===== config.mk =====
export PLATFORM = sky130hd
export DESIGN_NAME = i2s_sample_rx
export DESIGN_NICKNAME = d
export VERILOG_FILES = /design/src/rtl/i2s_sample_rx.sv
export SDC_FILE = /design/constraint.sdc
export NUM_CORES = 1
export LEC_CHECK = 0
export CORE_MARGIN = 1.5
export CORE_UTILIZATION = 25
export CTS_BUF_LIST = sky130_fd_sc_hd__clkbuf_16
export CTS_CLUSTER_DIAMETER = 150
export DETAILED_ROUTE_END_ITERATION = 6
export GPL_ROUTABILITY_DRIVEN = 0
export RECOVER_POWER = 100
export SLEW_MARGIN = 30
export SYNTH_ARGS = -nofsm -noshare
export SYNTH_HDL_FRONTEND = slang
export SYNTH_SLANG_ARGS = --single-unit

===== constraint.sdc =====
create_clock -name clk -period 2.6 [get_ports clk]
set_input_delay 0.26 -clock clk [delete_from_list [all_inputs] [get_ports clk]]
set_output_delay 0.26 -clock clk [all_outputs]
set_load 0.01 [all_outputs]

===== src/rtl/i2s_sample_rx.sv =====
`timescale 1ns/1ps
`default_nettype none
// ============================================================================
// Module   : i2s_sample_rx
// Purpose  : I2S receiver sampled by the system clock; emits one 16-bit signed
//            sample per stereo frame (left, right or their average).
// Revision : 1.0 - initial release
// ============================================================================
module i2s_sample_rx #(
  parameter int CHANNEL   = 0,
  parameter int SLOT_BITS = 32
) (
  input  logic               clk,
  input  logic               nreset,
  input  logic               i2s_bclk,
  input  logic               i2s_lrck,
  input  logic               i2s_data,
  input  logic               clr_err,
  output logic signed [15:0] sample,
  output logic               sample_valid,
  output logic               err_flag
);

  localparam int c_CNT_W = $clog2(SLOT_BITS + 1);

  localparam logic [1:0] c_WAIT_EDGE = 2'd0;
  localparam logic [1:0] c_SKIP      = 2'd1;
  localparam logic [1:0] c_SHIFT     = 2'd2;
  localparam logic [1:0] c_DRAIN     = 2'd3;

  logic               r_bclk_s1, r_bclk_s2, r_bclk_prev;
  logic               r_lrck_s1, r_lrck_s2;
  logic               r_data_s1, r_data_s2;
  logic               r_lrck_prev;
  logic               r_primed;
  logic               r_slot_ch;
  logic [c_CNT_W-1:0] r_cnt;
  logic [14:0]        r_shreg;
  logic [15:0]        r_left;
  logic [1:0]         r_state;
  logic [1:0]         w_next_state;

  logic               w_rise;
  logic               w_edge;
  logic               w_clear_word;
  logic               w_shift_en;
  logic               w_word_done;
  logic               w_short;
  logic               w_hit;
  logic [15:0]        w_word;
  logic signed [16:0] w_sum;
  logic [15:0]        w_new_sample;

  always_ff @(posedge clk or negedge nreset) begin
    if (!nreset) begin
      r_bclk_s1   <= 1'b0;
      r_bclk_s2   <= 1'b0;
      r_bclk_prev <= 1'b0;
      r_lrck_s1   <= 1'b0;
      r_lrck_s2   <= 1'b0;
      r_data_s1   <= 1'b0;
      r_data_s2   <= 1'b0;
    end else begin
      r_bclk_s1   <= i2s_bclk;
      r_bclk_s2   <= r_bclk_s1;
      r_bclk_prev <= r_bclk_s2;
      r_lrck_s1   <= i2s_lrck;
      r_lrck_s2   <= r_lrck_s1;
      r_data_s1   <= i2s_data;
      r_data_s2   <= r_data_s1;
    end
  end

  // The first rise after reset only loads lrck_prev, so a reset inside a slot
  // can never be mistaken for a slot boundary.
  assign w_rise = r_bclk_s2 & ~r_bclk_prev;
  assign w_edge = w_rise & r_primed & (r_lrck_s2 != r_lrck_prev);

  always_ff @(posedge clk or negedge nreset) begin
    if (!nreset) begin
      r_state <= c_WAIT_EDGE;
    end else begin
      r_state <= w_next_state;
    end
  end

  always_comb begin
    w_next_state = r_state;
    case (r_state)
      c_WAIT_EDGE: if (w_edge) w_next_state = c_SKIP;
      c_SKIP:      w_next_state = c_SHIFT;
      c_SHIFT: begin
        if (w_edge) begin
          w_next_state = c_SKIP;
        end else if (w_rise && (r_cnt == c_CNT_W'(15))) begin
          w_next_state = c_DRAIN;
        end
      end
      c_DRAIN:     if (w_edge) w_next_state = c_SKIP;
      default:     w_next_state = c_WAIT_EDGE;
    endcase
  end

  // The rise that reveals the lrck edge carries the one-bit I2S delay and is
  // dropped; SKIP just clears the word before shifting starts.
  always_comb begin
    w_clear_word = 1'b0;
    w_shift_en   = 1'b0;
    w_word_done  = 1'b0;
    w_short      = 1'b0;
    case (r_state)
      c_SKIP:  w_clear_word = 1'b1;
      c_SHIFT: begin
        if (w_edge) begin
          w_short = 1'b1;
        end else if (w_rise) begin
          w_shift_en  = 1'b1;
          w_word_done = (r_cnt == c_CNT_W'(15));
        end
      end
      default: ;
    endcase
  end

  assign w_word       = {r_shreg, r_data_s2};
  assign w_sum        = $signed({r_left[15], r_left}) + $signed({w_word[15], w_word});
  assign w_hit        = (CHANNEL == 0) ? ~r_slot_ch : r_slot_ch;
  assign w_new_sample = (CHANNEL == 2) ? 16'(w_sum >>> 1) : w_word;

  always_ff @(posedge clk or negedge nreset) begin
    if (!nreset) begin
      r_lrck_prev  <= 1'b0;
      r_primed     <= 1'b0;
      r_slot_ch    <= 1'b0;
      r_cnt        <= '0;
      r_shreg      <= '0;
      r_left       <= '0;
      sample       <= '0;
      sample_valid <= 1'b0;
      err_flag     <= 1'b0;
    end else begin
      sample_valid <= 1'b0;
      if (w_rise) begin
        r_lrck_prev <= r_lrck_s2;
        r_primed    <= 1'b1;
      end
      if (w_edge) r_slot_ch <= r_lrck_s2;
      if (w_clear_word) begin
        r_cnt   <= '0;
        r_shreg <= '0;
      end else if (w_shift_en) begin
        r_cnt   <= r_cnt + c_CNT_W'(1);
        r_shreg <= w_word[14:0];
      end
      if (w_word_done) begin
        if (!r_slot_ch) r_left <= w_word;
        if (w_hit) begin
          sample       <= w_new_sample;
          sample_valid <= 1'b1;
        end
      end
      if (w_short) begin
        err_flag <= 1'b1;
      end else if (clr_err) begin
        err_flag <= 1'b0;
      end
    end
  end

endmodule
`default_nettype wire


==> results.json <==
{
  "run_status": "finished clean",
  "stdcell_area_mm2": 0.002554,
  "syn_area_mm2": 0.002096,
  "numCtsBuffers": 5,
  "first_pass_iters": 4,
  "skew_ns": 0.003259,
  "dp_hpwl_um": 2353,
  "grt_max_degree": 25,
  "synth_compound_area_share_pct": 8.358,
  "muxShareOfSynthArea_pct": 11.22,
  "fmax_mhz": 482.1,
  "ir_worst_vdd_uv": 254.9,
  "async_reset_ff_share_pct": 100.0,
  "cts.path.max_buffers": 2,
  "avgRoutedWirePerCell_um": 11.16,
  "synthAdderAreaFrac_pct": 2.388,
  "critical_path.cell_chain": "inv_1, ha_1, nand3b_1, a21oi_2, clkbuf_1, xnor2_1, nor2_1",
  "io_buffers": 23,
  "die_w_um": 94.56,
  "overflow": 0,
  "nFillCells": 855,
  "period_share_pct": 79.78,
  "rows": 33,
  "drt-initial-drc-count": 49,
  "antenna_found_initial": 0,
  "yosysSeqAreaShare_pct": 60.90,
  "clkSinkCount": 51,
  "cts.clk_slew.worst_paths_ns": 0.06,
  "synth_cells": 172,
  "cts_root_buf": "clkbuf_16",
  "crit_path_start_kind": "flop",
  "placed_area_mm2": 0.002442,
  "dieArea_mm2": 0.008942,
  "post-route-min-period_ns": 2.074,
  "reg2reg_from": "r_state[0]$_DFFE_PN0P_",
  "rr_worst_depth": 7,
  "yosysUniqueCellTypes": 30,
  "power.total_w": 0.001801,
  "grt_pass1_wl_um": 5768,
  "synth_simple_gate_area_share_pct": 12.12,
  "synth_xor_area_share_pct": 2.030,
  "required_ns": 2.74,
  "synth_edf_count": 0,
  "clk_latency_ns": 0.28,
  "hold_depth": 0,
  "crit_path_max_incr_delay_ns": 0.58,
  "viasPerCell": 4.266,
  "cap_violations": 0,
  "synthesis.nets": 182,
  "grt_pass1_vias": 1240,
  "avgSynthCellArea_um2": 12.18,
  "r2r_slack_ns": 0.53,
  "finalMaxSlewViolations": 0,
  "num_vias": 1301,
  "min_to": "r_bclk_s2$_DFF_PN0_",
  "wl_um": 3403,
  "htree_levels": 2,
  "slowest_stage": "clkbuf_1",
  "synth_ff_type": "dfrtp_1",
  "cts_tree": "built",
  "drive_gt1_share_pct": 9.000,
  "p_per_area_mw_per_mm2": 705.1,
  "cp.arrival_ns": 2.22,
  "hold_start": "r_bclk_s1$_DFF_PN0_",
  "hold_path.class": "reg -> reg",
  "core_area_mm2": 0.008175,
  "worst-slew-pin-transition_ns": 1.277,
  "synth_top_area_cell": "dfrtp_1",
  "ios": 24,
  "rsz0062_at_grt": "false",
  "synth.top_cell.area_share_pct": 60.90,
  "synth_top_family_by_area": "simple AND/OR/NAND/NOR gates",
  "relSlewSlack_pct": 14.84,
  "ys_ff_latch": 51,
  "r2r-end": "r_cnt[0]$_DFFE_PN0P_",
  "layout.nets": 210,
  "final-setup-viol-count": 0,
  "finalHoldViolCount": 0,
  "synth_area_leaders": "dfrtp_1 61%, mux2_4 6.4%, nand2_1 6.4%, a21oi_1 4.8%, mux2_2 4.3%",
  "yosys_warnings": 0,
  "drc": 0,
  "fin_util_pct": 31.24,
  "diodes": 0,
  "critical_path_class": "reg -> reg",
  "track_usage_pct": 8.568,
  "crit_fanout": 17,
  "ant_nets": 0,
  "crit_path_end_kind": "flop",
  "setup_tns_ns": 0,
  "initial_core_util_pct": 25.64,
  "p_leak_nw": 1.225,
  "die_h_um": 94.56,
  "syn2layout_area_growth_pct": 21.85
}
## synth_stat cells, types with 2 or more instances
master	count
dfrtp_1	51
nand2_1	36
a21oi_1	20
mux2_4	9
inv_1	8
mux2_2	8
ha_1	4
nor2_1	4
o21ai_0	4
clkbuf_1	3
xnor2_1	3
buf_2	2
nand3_1	2
or3_1	2
## critical path, delay by kind of cell (launching register included)
family / cells / cell delay, ns
flip-flops: 1 / 0.41
XOR/XNOR: 1 / 0.19
adder cells (fa/ha/maj): 1 / 0.30
buffers and inverters: 2 / 0.69
AND/OR/NAND/NOR: 2 / 0.23
AO/OA/AOI/OAI: 1 / 0.12
## area by class of cell
cell class	count	area [um^2]	share of cell area (%)
multi-input combinational	107	708.2	27.73
tap	105	131.4	5.145
sequential	51	1276	49.98
clock buffer	5	125.1	4.900
clock inverter	2	37.54	1.470
inverter	8	30.03	1.176
timing repair buffer	27	245.2	9.603
## worst max path at each step
stage	slack (ns)	cells past startpoint	to	from
finish	0.53	7	r_cnt[0]$_DFFE_PN0P_	r_state[0]$_DFFE_PN0P_
global route	0.35	7	r_shreg[2]$_DFFE_PN0P_	r_state[0]$_DFFE_PN0P_
CTS	0.58	6	r_cnt[2]$_DFFE_PN0P_	r_state[0]$_DFFE_PN0P_
detailed placement	0.61	5	sample[10]$_DFFE_PN0P_	r_cnt[0]$_DFFE_PN0P_
global placement	0.59	5	sample[6]$_DFFE_PN0P_	r_cnt[0]$_DFFE_PN0P_
floorplan	0.89	6	sample[10]$_DFFE_PN0P_	r_cnt[0]$_DFFE_PN0P_
## stage by stage
step	cells	hold slack [ns]	setup slack, ns
after floorplan	172	-0.03559	0.8894
after global placement	297	0.08509	0.5901
after detailed placement	297	0.08700	0.6076
after CTS	305	0.3131	0.5826
after global routing	305	0.3596	0.3452
final	305	0.3481	0.5256
## layer usage
metal  vias to the layer above  routed length (um)  global-route usage, %
met3                         4                 150                  2.818
met5                         -                   0                      0
li1                        640                   -                      -
met4                         0                  70                  4.478
met1                       629                1677                  10.86
met2                        28                1505                  12.95
## cell families after synthesis
logic type / after synthesis
AOI/OAI and AO/OA: 31
and+or+nand+nor: 50
buffers and inverters: 14
DFF: 51
xor gates and xnor gates: 4
muxes: 18
adders and majority gates: 4
## power by group
part / internal, W / switching, W
registers: 0.000829 / 0.0000320
clock network: 0.000448 / 0.000274
logic: 0.0000737 / 0.000144
## state kept, by name (all words and copies together), names as in the netlist, 2 cells and up
name	flops
r_state	2
r_shreg	15
sample	16
r_cnt	6
## cells in the final DEF, fill, tap and decap left out, types with 3 or more instances in the layout
| cell | instances |
|---|---|
| dfrtp_1 | 51 |
| nand2_1 | 36 |
| dlygate4sd3_1 | 22 |
| a21oi_1 | 20 |
| mux2_1 | 9 |
| inv_1 | 8 |
| mux2_2 | 8 |
| clkbuf_16 | 5 |
| o21ai_0 | 4 |
| nor2_1 | 4 |
| ha_1 | 4 |
| clkbuf_1 | 4 |
| xnor2_1 | 3 |
## what timing repair did
action                                  4_1_cts  5_1_grt
endpoints found under the setup margin        0        0
setup buffers                                 0        0
gates resized for setup                       0        0
hold buffers                                  1        0
endpoints found under the hold margin         4        0
No activity file was read; power rests on OpenSTA's default activity.
